File: config.mk
export PLATFORM = sky130hd
export DESIGN_NAME = axi_lite_cmd_master
export DESIGN_NICKNAME = d
export VERILOG_FILES = /design/src/rtl/axi_lite_cmd_master.sv
export SDC_FILE = /design/constraint.sdc
export NUM_CORES = 1
export LEC_CHECK = 0
export ABC_AREA = 0
export CORE_MARGIN = 10
export CORE_UTILIZATION = 30
export DETAILED_ROUTE_END_ITERATION = 7
export GPL_ROUTABILITY_DRIVEN = 1
export PLACE_DENSITY = 0.66
export SLEW_MARGIN = 20
export SYNTH_ARGS = -nofsm -noshare
export SYNTH_HDL_FRONTEND = slang
export SYNTH_SLANG_ARGS = --single-unit
File: constraint.sdc
create_clock -name REFCLK -period 1.9 [get_ports REFCLK]
set_clock_uncertainty 0.15 [all_clocks]
set_input_delay 0.38 -clock REFCLK [delete_from_list [all_inputs] [get_ports REFCLK]]
set_output_delay 0.38 -clock REFCLK [all_outputs]
set_load 0.05 [all_outputs]
File: src/rtl/axi_lite_cmd_master.sv
// AXI4-Lite master engine: one valid/ready command becomes one AXI4-Lite read or write,
// with one response per command and an optional per-phase timeout.
module axi_lite_cmd_master #(
  parameter int ADDR_W  = 32,
  parameter int DATA_W  = 32,
  parameter int TIMEOUT = 1024
) (
  input  logic                REFCLK,
  input  logic                reset,
  input  logic                cmd_valid,
  output logic                cmd_ready,
  input  logic                cmd_write,
  input  logic [ADDR_W-1:0]   cmd_addr,
  input  logic [DATA_W-1:0]   cmd_wdata,
  input  logic [DATA_W/8-1:0] cmd_wstrb,
  output logic                rsp_valid,
  input  logic                rsp_ready,
  output logic [DATA_W-1:0]   rsp_rdata,
  output logic [1:0]          rsp_resp,
  output logic                rsp_timeout,
  output logic [ADDR_W-1:0]   m_axi_awaddr,
  output logic [2:0]          m_axi_awprot,
  output logic                m_axi_awvalid,
  input  logic                m_axi_awready,
  output logic [DATA_W-1:0]   m_axi_wdata,
  output logic [DATA_W/8-1:0] m_axi_wstrb,
  output logic                m_axi_wvalid,
  input  logic                m_axi_wready,
  input  logic [1:0]          m_axi_bresp,
  input  logic                m_axi_bvalid,
  output logic                m_axi_bready,
  output logic [ADDR_W-1:0]   m_axi_araddr,
  output logic [2:0]          m_axi_arprot,
  output logic                m_axi_arvalid,
  input  logic                m_axi_arready,
  input  logic [DATA_W-1:0]   m_axi_rdata,
  input  logic [1:0]          m_axi_rresp,
  input  logic                m_axi_rvalid,
  output logic                m_axi_rready
);
  // state   | meaning
  // IDLE    | ready for a command
  // WR      | AW and W in flight, handshaked independently
  // WR_RESP | waiting for B
  // RD_ADDR | AR in flight
  // RD_DATA | waiting for R
  // RESP    | response held until rsp_ready
  typedef enum logic [2:0] {IDLE, WR, WR_RESP, RD_ADDR, RD_DATA, RESP} state_t;

  localparam int STRB_W = DATA_W / 8;
  localparam int CNT_W  = (TIMEOUT < 2) ? 1 : $clog2(TIMEOUT + 1);
  localparam logic [CNT_W-1:0] CNT_MAX = '1;
  localparam logic [CNT_W-1:0] CNT_TC  = (TIMEOUT == 0) ? '0 : CNT_W'(TIMEOUT - 1);

  state_t              state, state_nxt;
  logic [ADDR_W-1:0]   addr_q;
  logic [DATA_W-1:0]   wdata_q;
  logic [STRB_W-1:0]   wstrb_q;
  logic                aw_done, w_done;
  logic [CNT_W-1:0]    cnt;
  logic                tmo, accept, aw_hs, w_hs;
  logic                cap_en, cap_to;
  logic [DATA_W-1:0]   cap_rdata;
  logic [1:0]          cap_resp;

  assign cmd_ready     = (state == IDLE) && !reset;
  assign accept        = cmd_valid && cmd_ready;
  assign m_axi_awaddr  = addr_q;
  assign m_axi_araddr  = addr_q;
  assign m_axi_wdata   = wdata_q;
  assign m_axi_wstrb   = wstrb_q;
  assign m_axi_awprot  = 3'b000;
  assign m_axi_arprot  = 3'b000;
  assign m_axi_awvalid = (state == WR) && !aw_done;
  assign m_axi_wvalid  = (state == WR) && !w_done;
  assign m_axi_bready  = (state == WR_RESP);
  assign m_axi_arvalid = (state == RD_ADDR);
  assign m_axi_rready  = (state == RD_DATA);
  assign rsp_valid     = (state == RESP);
  assign aw_hs         = m_axi_awvalid && m_axi_awready;
  assign w_hs          = m_axi_wvalid && m_axi_wready;
  // Terminal count is one below TIMEOUT so a phase stays visible for exactly TIMEOUT cycles.
  assign tmo           = (TIMEOUT != 0) && (cnt == CNT_TC);

  always_comb begin
    state_nxt = state;
    cap_en    = 1'b0;
    cap_to    = 1'b0;
    cap_rdata = '0;
    cap_resp  = 2'b00;
    case (state)
      IDLE: if (accept) state_nxt = cmd_write ? WR : RD_ADDR;
      WR: begin
        if ((aw_done || aw_hs) && (w_done || w_hs)) begin
          state_nxt = WR_RESP;
        end else if (tmo) begin
          state_nxt = RESP;
          cap_en    = 1'b1;
          cap_to    = 1'b1;
          cap_resp  = 2'b10;
        end
      end
      WR_RESP: begin
        if (m_axi_bvalid) begin
          state_nxt = RESP;
          cap_en    = 1'b1;
          cap_resp  = m_axi_bresp;
        end else if (tmo) begin
          state_nxt = RESP;
          cap_en    = 1'b1;
          cap_to    = 1'b1;
          cap_resp  = 2'b10;
        end
      end
      RD_ADDR: begin
        if (m_axi_arready) begin
          state_nxt = RD_DATA;
        end else if (tmo) begin
          state_nxt = RESP;
          cap_en    = 1'b1;
          cap_to    = 1'b1;
          cap_resp  = 2'b10;
        end
      end
      RD_DATA: begin
        if (m_axi_rvalid) begin
          state_nxt = RESP;
          cap_en    = 1'b1;
          cap_rdata = m_axi_rdata;
          cap_resp  = m_axi_rresp;
        end else if (tmo) begin
          state_nxt = RESP;
          cap_en    = 1'b1;
          cap_to    = 1'b1;
          cap_resp  = 2'b10;
        end
      end
      RESP: if (rsp_ready) state_nxt = IDLE;
      default: state_nxt = IDLE;
    endcase
  end

  always_ff @(posedge REFCLK) begin
    if (reset) begin
      state       <= IDLE;
      cnt         <= '0;
      aw_done     <= 1'b0;
      w_done      <= 1'b0;
      addr_q      <= '0;
      wdata_q     <= '0;
      wstrb_q     <= '0;
      rsp_rdata   <= '0;
      rsp_resp    <= 2'b00;
      rsp_timeout <= 1'b0;
    end else begin
      state <= state_nxt;
      if (state_nxt != state) cnt <= '0;
      else if (cnt != CNT_MAX) cnt <= cnt + CNT_W'(1);
      if (accept) begin
        addr_q  <= cmd_addr;
        wdata_q <= cmd_wdata;
        wstrb_q <= cmd_wstrb;
        aw_done <= 1'b0;
        w_done  <= 1'b0;
      end else begin
        if (aw_hs) aw_done <= 1'b1;
        if (w_hs)  w_done  <= 1'b1;
      end
      if (cap_en) begin
        rsp_rdata   <= cap_rdata;
        rsp_resp    <= cap_resp;
        rsp_timeout <= cap_to;
      end
    end
  end
endmodule
==> impl_metrics.json, run 1 <==
{
  "cp_slowest_cell": "or3b_4",
  "r2r_slack_ns": -0.26,
  "core_um2": 16520,
  "fin_crit_sh_pct": 115.9,
  "io_buffers": 255,
  "areaGrowthSynthToFinish_pct": 80.30,
  "path_cells": "or3b_4, buf_6, buf_6, nor2_4, buf_12",
  "power.density_nw_per_um2": 950.3,
  "num_rows": 47,
  "synth_common_cells": "nand2_1 (143), dfxtp_1 (119), nand3b_1 (69), nor2_1 (56), buf_4 (41)",
  "drive_gt1_share_pct": 34.28,
  "place_hpwl_mm": 12.87,
  "cts_tree": "yes",
  "synth_top_cell_area_share_pct": 47.19,
  "critPathMaxFanout": 3,
  "ios": 262,
  "max_cap_violations": 0,
  "rsz0062_at_grt": "true",
  "holdWs_ns": 0.3219,
  "start_util_pct": 30.55,
  "synth_cells": 585,
  "root_buffer": "clkbuf_16",
  "wirelength_mm": 20.56,
  "cts_num_sinks": 119,
  "design.die.area_um2": 22420,
  "synth_area_leaders": "dfxtp_1 (47%), nand2_1 (11%), nand3b_1 (10%)",
  "clk_pin_slew_worst_paths_ns": 0.06,
  "run_status": "complete, but fails checks",
  "drt-initial-drc-count": 322,
  "yosysSeqAreaShare_pct": 47.19,
  "synth-main-ff-cell": "dfxtp_1",
  "period_minus_slack_ns": 2.203,
  "crit_top_cell": "buf_6",
  "clock_latency_ns": 0.41,
  "grt_max_degree": 69,
  "final_antenna_net_count": 0,
  "slew_headroom_pct": 64.63,
  "grt_antenna_before_repair": 1,
  "grt_pass1_vias": 4916,
  "yosys.area.top_type": "dfxtp_1",
  "grt_first_pass_wirelength_mm": 27.30,
  "slew_violations": 0,
  "synth_edf_count": 0,
  "track_usage_pct": 15.24,
  "gr-total-overflow": 0,
  "synthArstFlopShare_pct": 0,
  "avgSynthCellArea_um2": 8.630,
  "antenna_cells": 0,
  "cp_data_arrival_time_ns": 1.67,
  "yosysUniqueCellTypes": 57,
  "p_leak_nw": 4.114,
  "drtPass1Iterations": 4,
  "syn-cell-area_um2": 5049,
  "vias": 5152,
  "cts_inserted_buffers": 17,
  "post-synth-top-count-cell": "nand2_1",
  "ir_worst_vdd_mv": 0.7347,
  "nets": 986,
  "htreeDepth": 4,
  "cp-start-kind": "flip-flop",
  "setup-violations-final": 38,
  "cts_hold_buf": 0,
  "path_class": "reg -> out",
  "final_util_pct": 55.08,
  "hold_path_class": "reg -> reg",
  "ys_ff_latch": 119,
  "die_w_um": 149.7,
  "die_y_um": 149.7,
  "crit_buf_inv": 3,
  "placed_area_um2": 7606,
  "endpoint_kind": "output port",
  "vias_per_cell": 4.667,
  "final_area_um2": 9102,
  "cp_slowest_stage_delay_ns": 0.40,
  "gp_congestion": 0.8364,
  "timing.fmax_mhz": 454.0,
  "cp.required_ns": 1.37,
  "clockBufferDepth": 2,
  "drc": 0,
  "yosys_warnings": 0,
  "wl_per_cell_um": 18.62,
  "tightest_slew_ns": 0.5306,
  "critPathTopFamily": "simple AND/OR/NAND/NOR gates",
  "hold_violations": 0,
  "setup_ws_ns": -0.3028,
  "violations": "negative setup slack"
}
[final cells by class]
class / instances / area [um2]
clock inverter: 13 / 146.4
sequential: 119 / 2394
tap: 220 / 275.3
clock buffer: 19 / 452.9
multi-input combinational: 389 / 2374
inverter: 2 / 7.507
timing repair buffer: 342 / 3453
fill: 1468 / 7422
[repair_timing]
action                                  in CTS  in global routing
endpoints found under the setup margin     112                120
gates cloned                                 3                 22
setup buffers                                9                  6
pin swaps                                   40                  8
gates resized for setup                     35                 31
[stage by stage]
step	instances	total power (W)	worst slack, ns	setup TNS (ns)
floorplan	590	0.004247	-0.2728	-14.98
global placement	1033	0.005069	-0.4201	-15.91
detailed placement	1033	0.005081	-0.4698	-17.15
CTS	1077	0.008473	-0.3409	-3.876
global route	1104	0.008994	-0.3559	-12.65
finish	1104	0.008650	-0.3028	-4.185
[layout by cell type, fill, tap and decap left out, types with 5 or more instances in the layout]
master / count
buf_4: 177
nand2_1: 139
dfxtp_1: 116
clkdlybuf4s50_1: 112
nand3b_1: 69
nor2_1: 52
clkbuf_16: 31
a32oi_1: 26
buf_12: 16
buf_6: 14
a21oi_1: 11
a32oi_2: 8
conb_1: 6
clkinvlp_4: 5
[cells by family (layout without fill, tap and decap cells)]
kind of cell / after synthesis / in the layout / share of synthesized area, %
and+or+nand+nor: 309 / 310 / 30.98
DFF: 119 / 119 / 47.19
buffers and inverters: 83 / 376 / 9.665
AOI/OAI and AO/OA: 66 / 66 / 10.78
xor gates and xnor gates: 5 / 5 / 0.8674
adders and majority gates: 1 / 1 / 0.2478
other: 1 / 6 / 0.07428
muxes: 1 / 1 / 0.1983
[per-layer routing]
layer	GRT usage [%]	vias to the layer above	share of wire, %
met5	0	-	0.063
met4	4.713	2	1.2
met3	5.737	17	7.6
met2	25.71	170	50
met1	17.52	2429	41
li1	-	2534	-
[where the power goes]
group / switching [W] / internal [W]
sequential: 0.000122 / 0.00268
combinational: 0.00151 / 0.00108
clock: 0.00124 / 0.00201
[worst min-delay path, delay by kind of cell (launching register included)]
family	cells	cell delay, ns
simple gates	1	0.06
compound gates	1	0.05
flops	1	0.31
[path summary, 6_finish.rpt]
| kind | to | cells after the start | startpoint |
|---|---|---|---|
| hold / removal | rsp_resp[0] | 2 | rsp_resp[0] |
| setup reg to reg | cnt[5] | 8 | state[0] |
| setup / recovery | m_axi_awvalid | 5 | state[1] |
| hold reg to reg | rsp_resp[0] | 2 | rsp_resp[0] |
[flip-flops by register name, summed over array words and instances, names as in the netlist]
name / count
w_done: 1
cnt: 11
m_axi_wstrb: 4
m_axi_wdata: 32
rsp_rdata: 32
aw_done: 1
state: 3
rsp_timeout: 1
m_axi_araddr: 32
rsp_resp: 2
Note: power is estimated with default switching activity, not from simulation.
==> run 2: changes to the inputs <==
PLACE_DENSITY = 0.7   (was 0.66)
==> run 2 against run 1 <==
Net effect: the flow still finishes with violations (negative setup slack); first-iteration DRC count fell by 43%; wire length fell by 6.0%; fmax fell by 3.9%; critical path type is now reg -> reg; critical endpoint is now cnt[8]; largest power group unchanged.
==> impl_metrics.json, run 2 (synthesized netlist as in run 1, its figures left out) <==
{
  "run_status": "complete, but fails checks",
  "violations": "negative setup slack",
  "slew_violations": 0,
  "final_antenna_net_count": 0,
  "hold_violations": 0,
  "holdWs_ns": 0.3233,
  "drc": 0,
  "core_um2": 16520,
  "start_util_pct": 30.55,
  "path_class": "reg -> reg",
  "areaGrowthSynthToFinish_pct": 78.86,
  "gp_congestion": 0.8622,
  "setup-violations-final": 53,
  "clock_latency_ns": 0.41,
  "vias": 5203,
  "nets": 986,
  "setup_ws_ns": -0.3925,
  "critPathMaxFanout": 6,
  "critPathTopFamily": "compound AO/OA/AOI/OAI gates",
  "io_buffers": 255,
  "grt_pass1_vias": 4918,
  "cp-start-kind": "flip-flop",
  "drt-initial-drc-count": 183,
  "die_w_um": 149.7,
  "period_minus_slack_ns": 2.293,
  "placed_area_um2": 7594,
  "cts_inserted_buffers": 17,
  "timing.rr.end": "cnt[8]",
  "antenna_cells": 0,
  "cts_num_sinks": 119,
  "final_cell_mix": "buf_4 (187), nand2_1 (141), dfxtp_1 (113), clkdlybuf4s50_1 (112), nand3b_1 (69)",
  "grt_antenna_before_repair": 0,
  "r2r-start": "state[1]",
  "tightest_slew_ns": 0.5214,
  "root_buffer": "clkbuf_16",
  "grt_max_degree": 69,
  "seq_area_um2": 2392,
  "hp-start": "m_axi_wstrb[0]",
  "hold_path_class": "reg -> reg",
  "slew_headroom_pct": 65.24,
  "wirelength_mm": 19.33,
  "total_power_w": 0.008631,
  "multiInputGateArea_um2": 2509,
  "ir_worst_vdd_mv": 0.6362,
  "wl_per_cell_um": 17.51,
  "timing.fmax_mhz": 436.2,
  "fin_crit_sh_pct": 120.7,
  "cts_hold_buf": 0,
  "p_leak_nw": 4.084,
  "max_cap_violations": 0,
  "crit_buf_inv": 3,
  "place_hpwl_mm": 12.70,
  "cp_slowest_stage_delay_ns": 0.37,
  "track_usage_pct": 14.79,
  "vias_per_cell": 4.713,
  "rsz0062_at_grt": "true",
  "design.die.area_um2": 22420,
  "clk_pin_slew_worst_paths_ns": 0.05,
  "ios": 262,
  "cp_data_arrival_time_ns": 2.46,
  "endpoint_kind": "flip-flop",
  "final_area_um2": 9030,
  "cp.required_ns": 2.07,
  "path_cells": "buf_6, buf_4, or2_4, a311o_1, a221oi_2, o221ai_4, buf_12, a211oi_2",
  "htreeDepth": 4,
  "reg2regPathDepth": 8,
  "clockBufferDepth": 2,
  "die_y_um": 149.7,
  "gr-total-overflow": 0,
  "num_rows": 47,
  "final_common_cell": "buf_4",
  "post-place-ws_ns": -0.4395,
  "grt_first_pass_wirelength_mm": 26.70,
  "hold_depth": 2,
  "drive_gt1_share_pct": 37.22,
  "cp_slowest_cell": "a221oi_2",
  "r2r_slack_ns": -0.39,
  "min_to": "m_axi_wstrb[0]",
  "nFillCells": 1457,
  "cts_tree": "yes",
  "power.density_nw_per_um2": 955.8,
  "drtPass1Iterations": 4
}
-- run 2: cell types whose count changed in the layout (fill, tap and decap cells not counted), moves of 4 or more --
cell / before / now
a32oi_1: 26 / 20
buf_4: 177 / 187
a32oi_2: 8 / 14
buf_6: 14 / 18
clkinvlp_4: 5 / 1
nor2_1: 52 / 45
dfxtp_2: 0 / 5
clkbuf_16: 31 / 23
buf_16: 4 / 0
nor2_2: 0 / 5
-- run 2: layer usage --
layer,global-route usage [%],part of all wire (%),vias to the layer above
met4,4.810,1.4,0
met3,7.156,8.6,20
met2,24.67,50,174
li1,-,-,2536
met5,0,0,-
met1,16.19,40,2473
-- run 2: final cells by class --
type / instances / share of cell area, %
Multi-Input combinational cell: 388 / 27.78
Sequential cell: 119 / 26.49
Tap cell: 220 / 3.048
Inverter: 2 / 0.08314
Timing Repair Buffer: 343 / 35.75
Clock inverter: 11 / 1.635
Clock buffer: 21 / 5.210
-- run 2: tightest hold or removal path, stage by stage, from the launching register on --
cell,delay [ns]
dfxtp_1,0.30
nand3b_1,0.08
nand2_1,0.05
-- run 2: what timing repair did --
action	4_1_cts	5_1_grt
setup endpoints to repair	107	109
resized for setup	23	68
gates cloned	1	9
pin swaps	5	46
setup buffers	6	25
-- run 2: power breakdown --
part / leakage, nW / switching [W] / internal [W]
clock: 0.303 / 0.00119 / 0.00217
sequential: 0.975 / 0.000128 / 0.00268
combinational: 2.81 / 0.00147 / 0.000995
total: 4.08 / 0.00279 / 0.00584
-- run 2: how the worst max path moves through the flow --
stage | startpoint | endpoint | slack (ns) | cells past startpoint
3_5_place_dp | cmd_valid | cnt[5] | -0.44 | 7
4_1_cts | state[1] | m_axi_wvalid | -0.40 | 6
6_report | state[1] | cnt[8] | -0.39 | 8
5_1_grt | state[1] | cnt[8] | -0.47 | 8
2_1_floorplan | reset | cnt[4] | -0.27 | 7
3_3_place_gp | cmd_valid | cnt[5] | -0.42 | 7
-- run 2: per-stage QoR --
stage	cells	utilization (%)	TNS, ns
CTS	1072	50.62	-5.711
global route	1104	54.65	-14.61
detailed placement	1033	45.95	-18.54
floorplan	590	-	-14.98
finish	1104	54.65	-11.40
global placement	1033	45.95	-17.51
